[config.mk]
export PLATFORM = sky130hd
export DESIGN_NAME = ifid_hazard_ctrl
export DESIGN_NICKNAME = d
export VERILOG_FILES = /design/src/rtl/ifid_hazard_ctrl.sv
export SDC_FILE = /design/constraint.sdc
export NUM_CORES = 1
export LEC_CHECK = 0
export BUFFER_PORTS_ARGS = -buffer_cell sky130_fd_sc_hd__buf_4
export CAP_MARGIN = 40
export CORE_MARGIN = 1
export CORE_UTILIZATION = 33
export DETAILED_ROUTE_END_ITERATION = 8
export HOLD_SLACK_MARGIN = 0.03
export PLACE_DENSITY = 0.92
export SLEW_MARGIN = 20
export SYNTH_ARGS = -nofsm -noshare
export SYNTH_HDL_FRONTEND = slang
export SYNTH_SLANG_ARGS = --single-unit
[constraint.sdc]
create_clock -name clk -period 1.4 [get_ports clk]
set_input_delay 0.07 -clock clk [delete_from_list [all_inputs] [get_ports clk]]
set_output_delay 0.07 -clock clk [all_outputs]
set_load 0.02 [all_outputs]
[src/rtl/ifid_hazard_ctrl.sv]
// IF/ID hazard and stall controller: load-use stalls, multi-cycle EX waits, ID redirects.
// Optional performance counters are enabled with `define HAZARD_PERF_CNT_EN.
module ifid_hazard_ctrl #(
  parameter int MC_LAT = 4,
  parameter int CNT_W  = 32
) (
  input  logic             clk,
  input  logic             reset,
  input  logic [4:0]       id_rs,
  input  logic [4:0]       id_rt,
  input  logic             id_uses_rt,
  input  logic             ex_memread,
  input  logic [4:0]       ex_rt,
  input  logic             mc_start,
  input  logic             branch_taken,
  input  logic             jump,
  output logic             pc_write,
  output logic             if_id_write,
  output logic             if_id_flush,
  output logic             id_ex_bubble,
  output logic             mc_busy,
  output logic [CNT_W-1:0] stall_cnt,
  output logic [CNT_W-1:0] flush_cnt
);

  localparam int MC_W = $clog2(MC_LAT);
  localparam logic [MC_W-1:0] MC_LOAD = MC_W'(MC_LAT - 2);

  typedef enum logic {RUN, MC_WAIT} state_t;

  state_t          state;
  logic [MC_W-1:0] mc_cnt;
  logic            lu_hazard;

  // Register 0 is hardwired, so a load targeting it can never create a dependency.
  assign lu_hazard = ex_memread && (ex_rt != 5'd0) &&
                     ((ex_rt == id_rs) || (id_uses_rt && (ex_rt == id_rt)));

  // NOTE: sequential state uses non-blocking assignments so every flop samples pre-edge values.
  always_ff @(posedge clk) begin
    if (reset) begin
      state  <= RUN;
      mc_cnt <= '0;
    end else begin
      case (state)
        RUN: begin
          if (mc_start) begin
            state  <= MC_WAIT;
            mc_cnt <= MC_LOAD;
          end
        end
        MC_WAIT: begin
          if (mc_cnt == '0) state <= RUN;
          else              mc_cnt <= mc_cnt - MC_W'(1);
        end
        default: state <= RUN;
      endcase
    end
  end

  // NOTE: every output gets a default first, so no path through this block infers a latch.
  always_comb begin
    pc_write     = 1'b1;
    if_id_write  = 1'b1;
    if_id_flush  = 1'b0;
    id_ex_bubble = 1'b0;
    mc_busy      = 1'b0;
    if (!reset) begin
      if (state == MC_WAIT) begin
        // Redirects are ignored here; the branch stays in ID and resolves again on return.
        pc_write     = 1'b0;
        if_id_write  = 1'b0;
        id_ex_bubble = 1'b1;
        mc_busy      = 1'b1;
      end else if (mc_start) begin
        // Start cycle of a multi-cycle op runs freely; the wait begins next cycle.
      end else if (lu_hazard) begin
        pc_write     = 1'b0;
        if_id_write  = 1'b0;
        id_ex_bubble = 1'b1;
      end else if (branch_taken || jump) begin
        if_id_flush  = 1'b1;
      end
    end
  end

`ifdef HAZARD_PERF_CNT_EN
  logic [CNT_W-1:0] stall_q;
  logic [CNT_W-1:0] flush_q;

  always_ff @(posedge clk) begin
    if (reset) begin
      stall_q <= '0;
      flush_q <= '0;
    end else begin
      if (!pc_write && (stall_q != '1))   stall_q <= stall_q + CNT_W'(1);
      if (if_id_flush && (flush_q != '1)) flush_q <= flush_q + CNT_W'(1);
    end
  end

  assign stall_cnt = stall_q;
  assign flush_cnt = flush_q;
`else
  assign stall_cnt = '0;
  assign flush_cnt = '0;
`endif

endmodule

# After elaboration in Yosys (flattened, before gate mapping)
# Cells that the tools add are included.
# W data, S select, Z words.
# classes
mux,21
n_reduce_logical,8
n_bitwise,1
eq_ne,4
add_sub_neg,1
# op_table
operator,count
$mux W1,17
$eq A5 B5 Y1,2
$reduce_bool A5 Y1,1
$mux W2,2
$ne A2 B2 Y1 const B,2
$pmux W2 S2,1
$logic_and A1 B1 Y1,3
$logic_not A2 Y1,1
$logic_or A1 B1 Y1,2
$pmux W1 S2,1
$reduce_and A2 Y1,1
$sub A2 B1 Y2 const B,1
$not A1 Y1,1
# totals
elab_cells,37
register_bits,3

# Logic depth before layout (Yosys ltp)
# depth
word_depth,8
mapped_depth,6
ltp_nobuf,6

# Worst setup path before layout
# OpenSTA, ideal clock, no wires.
# synth_timing
kind,input port to output port
startpoint,input port ex_rt[1]
endpoint,output port pc_write
arrival_ns,1.433
slack_ns,-0.103
path_stages,5
path_buffers,1
path_cell_list,or4_1 o21ai_2 nor3_1 a21oi_1 buf_4
# synth_between
elab_chain_len,8
elab_cells_between_ends,11
cone_classes,eq/ne: 2; mux: 4; reduce/logical: 5
# synth_lines
item,line,source
start: declaration,13,"input logic [4:0] ex_rt,"
$eq A5 B5 Y1,37,((ex_rt == id_rs) || (id_uses_rt && (ex_rt == id_rt)));
$logic_and A1 B1 Y1,37,
$logic_or A1 B1 Y1,37,
$logic_and A1 B1 Y1 *,36,assign lu_hazard = ex_memread && (ex_rt != 5'd0) &&
$mux W1 * (4 in series),n/a,
end: declaration,17,"output logic pc_write,"
# Mark *: on every way between the ends. The rest lies on a longest branch, timed or not.

# Worst setup path in the final report
# layout_timing
startpoint,input port ex_rt[1]
endpoint,output port pc_write
# layout_between
elab_chain_len,8
elab_cells_between_ends,11
cone_classes,eq/ne: 2; mux: 4; reduce/logical: 5
# layout_lines
item,line,source
$eq A5 B5 Y1,37,
$logic_and A1 B1 Y1,37,
$logic_or A1 B1 Y1,37,
$logic_and A1 B1 Y1 *,36,
$mux W1 *,77,end else if (lu_hazard) begin
$mux W1 *,75,end else if (mc_start) begin
$mux W1 *,69,if (state == MC_WAIT) begin
$mux W1 *,68,if (!reset) begin
# Marks and branches as above.

==> results.ini <==
[sta]
slew_violations = 0
fin_crit_sh = 0.9666
max_freq_ghz = 0.7390
hold_viol = 0
fin_worst_skew_ns = 0.0007855
period_minus_slack_ns = 1.353
rsz0062_at_grt = no
setup_viol = 0
fin_tns_setup_ns = 0

[place]
gp_congestion = 0.6300
io_buffer_count = 26
placed_cell_area_um2 = 772.0
dp_hpwl_um = 993.4

[critical_path]
critPathTopFamily = simple AND/OR/NAND/NOR gates
crit_arrival_ns = 1.28
cpMostUsedCell = buf_4
crit_path_start_kind = input port
r2r_slack_ns = 0.22
critical_path_class = input port to primary output
end_kind = primary output
path_cells = buf_4, or4_4, o21ai_4, nor3_2, a21oi_2, buf_4
max_stage_delay_ns = 0.54
critPathMaxFanout = 2
required_ns = 1.33
cp_slowest_cell = or4_4
worst-path-buf-inv = 2

[drt]
drc = 0
drt-total-wl_um = 1103
viasPerCell = 3.292
first_pass_iters = 2
avgRoutedWirePerCell_um = 6.851
final_antenna_net_count = 0
first_iter_violations = 2
vias = 530

[cts]
cts_resized = 0
cts.sinks = 3
ctsHoldBuffers = 0
cts_tree = built
htree_levels = 1
cts.clk_slew.worst_paths_ns = 0.04
numCtsBuffers = 3
root_buffer = clkbuf_4
post-cts-setup-buffers = 0
clock_latency_ns = 0.23
clock_path_buffers = 2

[run_status]
status = complete, no violations

[yosys]
synth_seq_cells = 3
syn_inst = 104
synth_warnings = 0
yosysTopAreaCell = buf_4
syn_avg_cell_area_um2 = 7.519
yosys-top-cells-area = buf_4, xnor2_1, dfxtp_1
synth.distinct_cells = 20
yosys.area.top_type_share = 0.6240
syn_area_um2 = 782.0
synth-seq-area-share = 0.07680

[finish]
layout-drive-gt1-share = 0.2556
n_fill_cell = 256
final_area_um2 = 818.3
final_common_cell = conb_1
finalNetCount = 157
syn2layout_area_growth_pct = 4.640
antenna_cells = 0
final_cell_mix = conb_1, buf_4, xnor2_1

[die]
row_count = 17
io_pins = 91
core_um2 = 2233
dieHeight_um = 50.68
die-area_um2 = 2568
die-width_um = 50.68
start_util = 0.3501

[power_and_ir_drop]
peakVddDrop_mv = 0.2005
power_density_nw_per_um2 = 669.2
p_leak_nw = 0.4596

[grt]
track_usage = 0.08193
grt_overflow = 0
grt_pass1_vias = 384
grt_max_degree = 7
antenna_found_initial = 0
grt_pass1_wl_um = 1469

[flow_run]
cap_viol_max_count = 0

[min_path]
hold_class = input port to flip-flop

flip-flops by register name, indices dropped and copies added, names as in the netlist:
register	cells
mc_cnt	2
state	1
Yosys cell counts, drive strengths merged:
master and count:
nand4 1, nor2 3, nand2 2, xnor2 10
inv 4, nor3 2, o22ai 1, ha 1
or4 1, a221oi 1, buf 65, o21ai 2
nand3 1, a21o 1, nor2b 1, a21oi 3
mux2i 1, dfxtp 3, conb 1
path summary, 6_finish.rpt:
kind                     startpoint                      to  cells after the start
min reg2reg  mc_cnt[1]$_SDFFE_PP0P_  mc_cnt[1]$_SDFFE_PP0P_                      2
max                        ex_rt[1]                pc_write                      6
max reg2reg  mc_cnt[0]$_SDFFE_PP0P_  mc_cnt[0]$_SDFFE_PP0P_                      6
min                           reset        state$_SDFF_PP0_                      2
per-layer routing:
layer  part of all wire  up-vias  global-route usage
li1                   -      255                   -
met1               0.32      227             0.06774
met2               0.58       48              0.1533
met3              0.097        0             0.01818
met4                  0        0             0.08333
met5                  0        -                   0
metrics by stage:
| stage | worst slack, ns | std cells | total power, mW | util | hold WS [ns] |
|---|---|---|---|---|---|
| global placement | 0.02100 | 157 | 0.3872 | 0.3457 | 0.2812 |
| finish | 0.04674 | 161 | 0.5476 | 0.3664 | 0.06439 |
| floorplan | 0.05232 | 167 | 0.4510 | - | 0.1424 |
| CTS | 0.02095 | 161 | 0.5494 | 0.3574 | 0.04020 |
| detailed placement | 0.02010 | 157 | 0.3901 | 0.3457 | 0.2862 |
| global route | 0.004303 | 161 | 0.5844 | 0.3664 | 0.06694 |
layout make-up:
cell class                 count  area, um^2  share of cell area
tap                           28       35.03             0.04281
inverter                       4       15.01             0.01835
timing repair buffer          27       206.4              0.2523
clock buffer                   4       26.28             0.03211
multi-input combinational     95       475.5              0.5810
sequential                     3       60.06             0.07339
power breakdown:
| part | leakage [nW] | switching (mW) | internal, mW |
|---|---|---|---|
| Sequential | 0.0248 | 0.00285 | 0.0925 |
| Clock | 0.0150 | 0.0436 | 0.107 |
| Combinational | 0.420 | 0.216 | 0.0860 |
| Total | 0.460 | 0.262 | 0.285 |
logic make-up (layout without fill, tap and decap cells):
family	Yosys count	count (layout)	synth area share
buf+inv	69	35	0.6432
compound gates	8	8	0.06560
simple gates	11	11	0.06881
xor+xnor	10	10	0.1120
fa+ha+maj	1	1	0.01600
mux	1	1	0.01280
other cells	1	64	0.004795
flops	3	3	0.07680
Note: power is estimated with default switching activity, not from simulation.
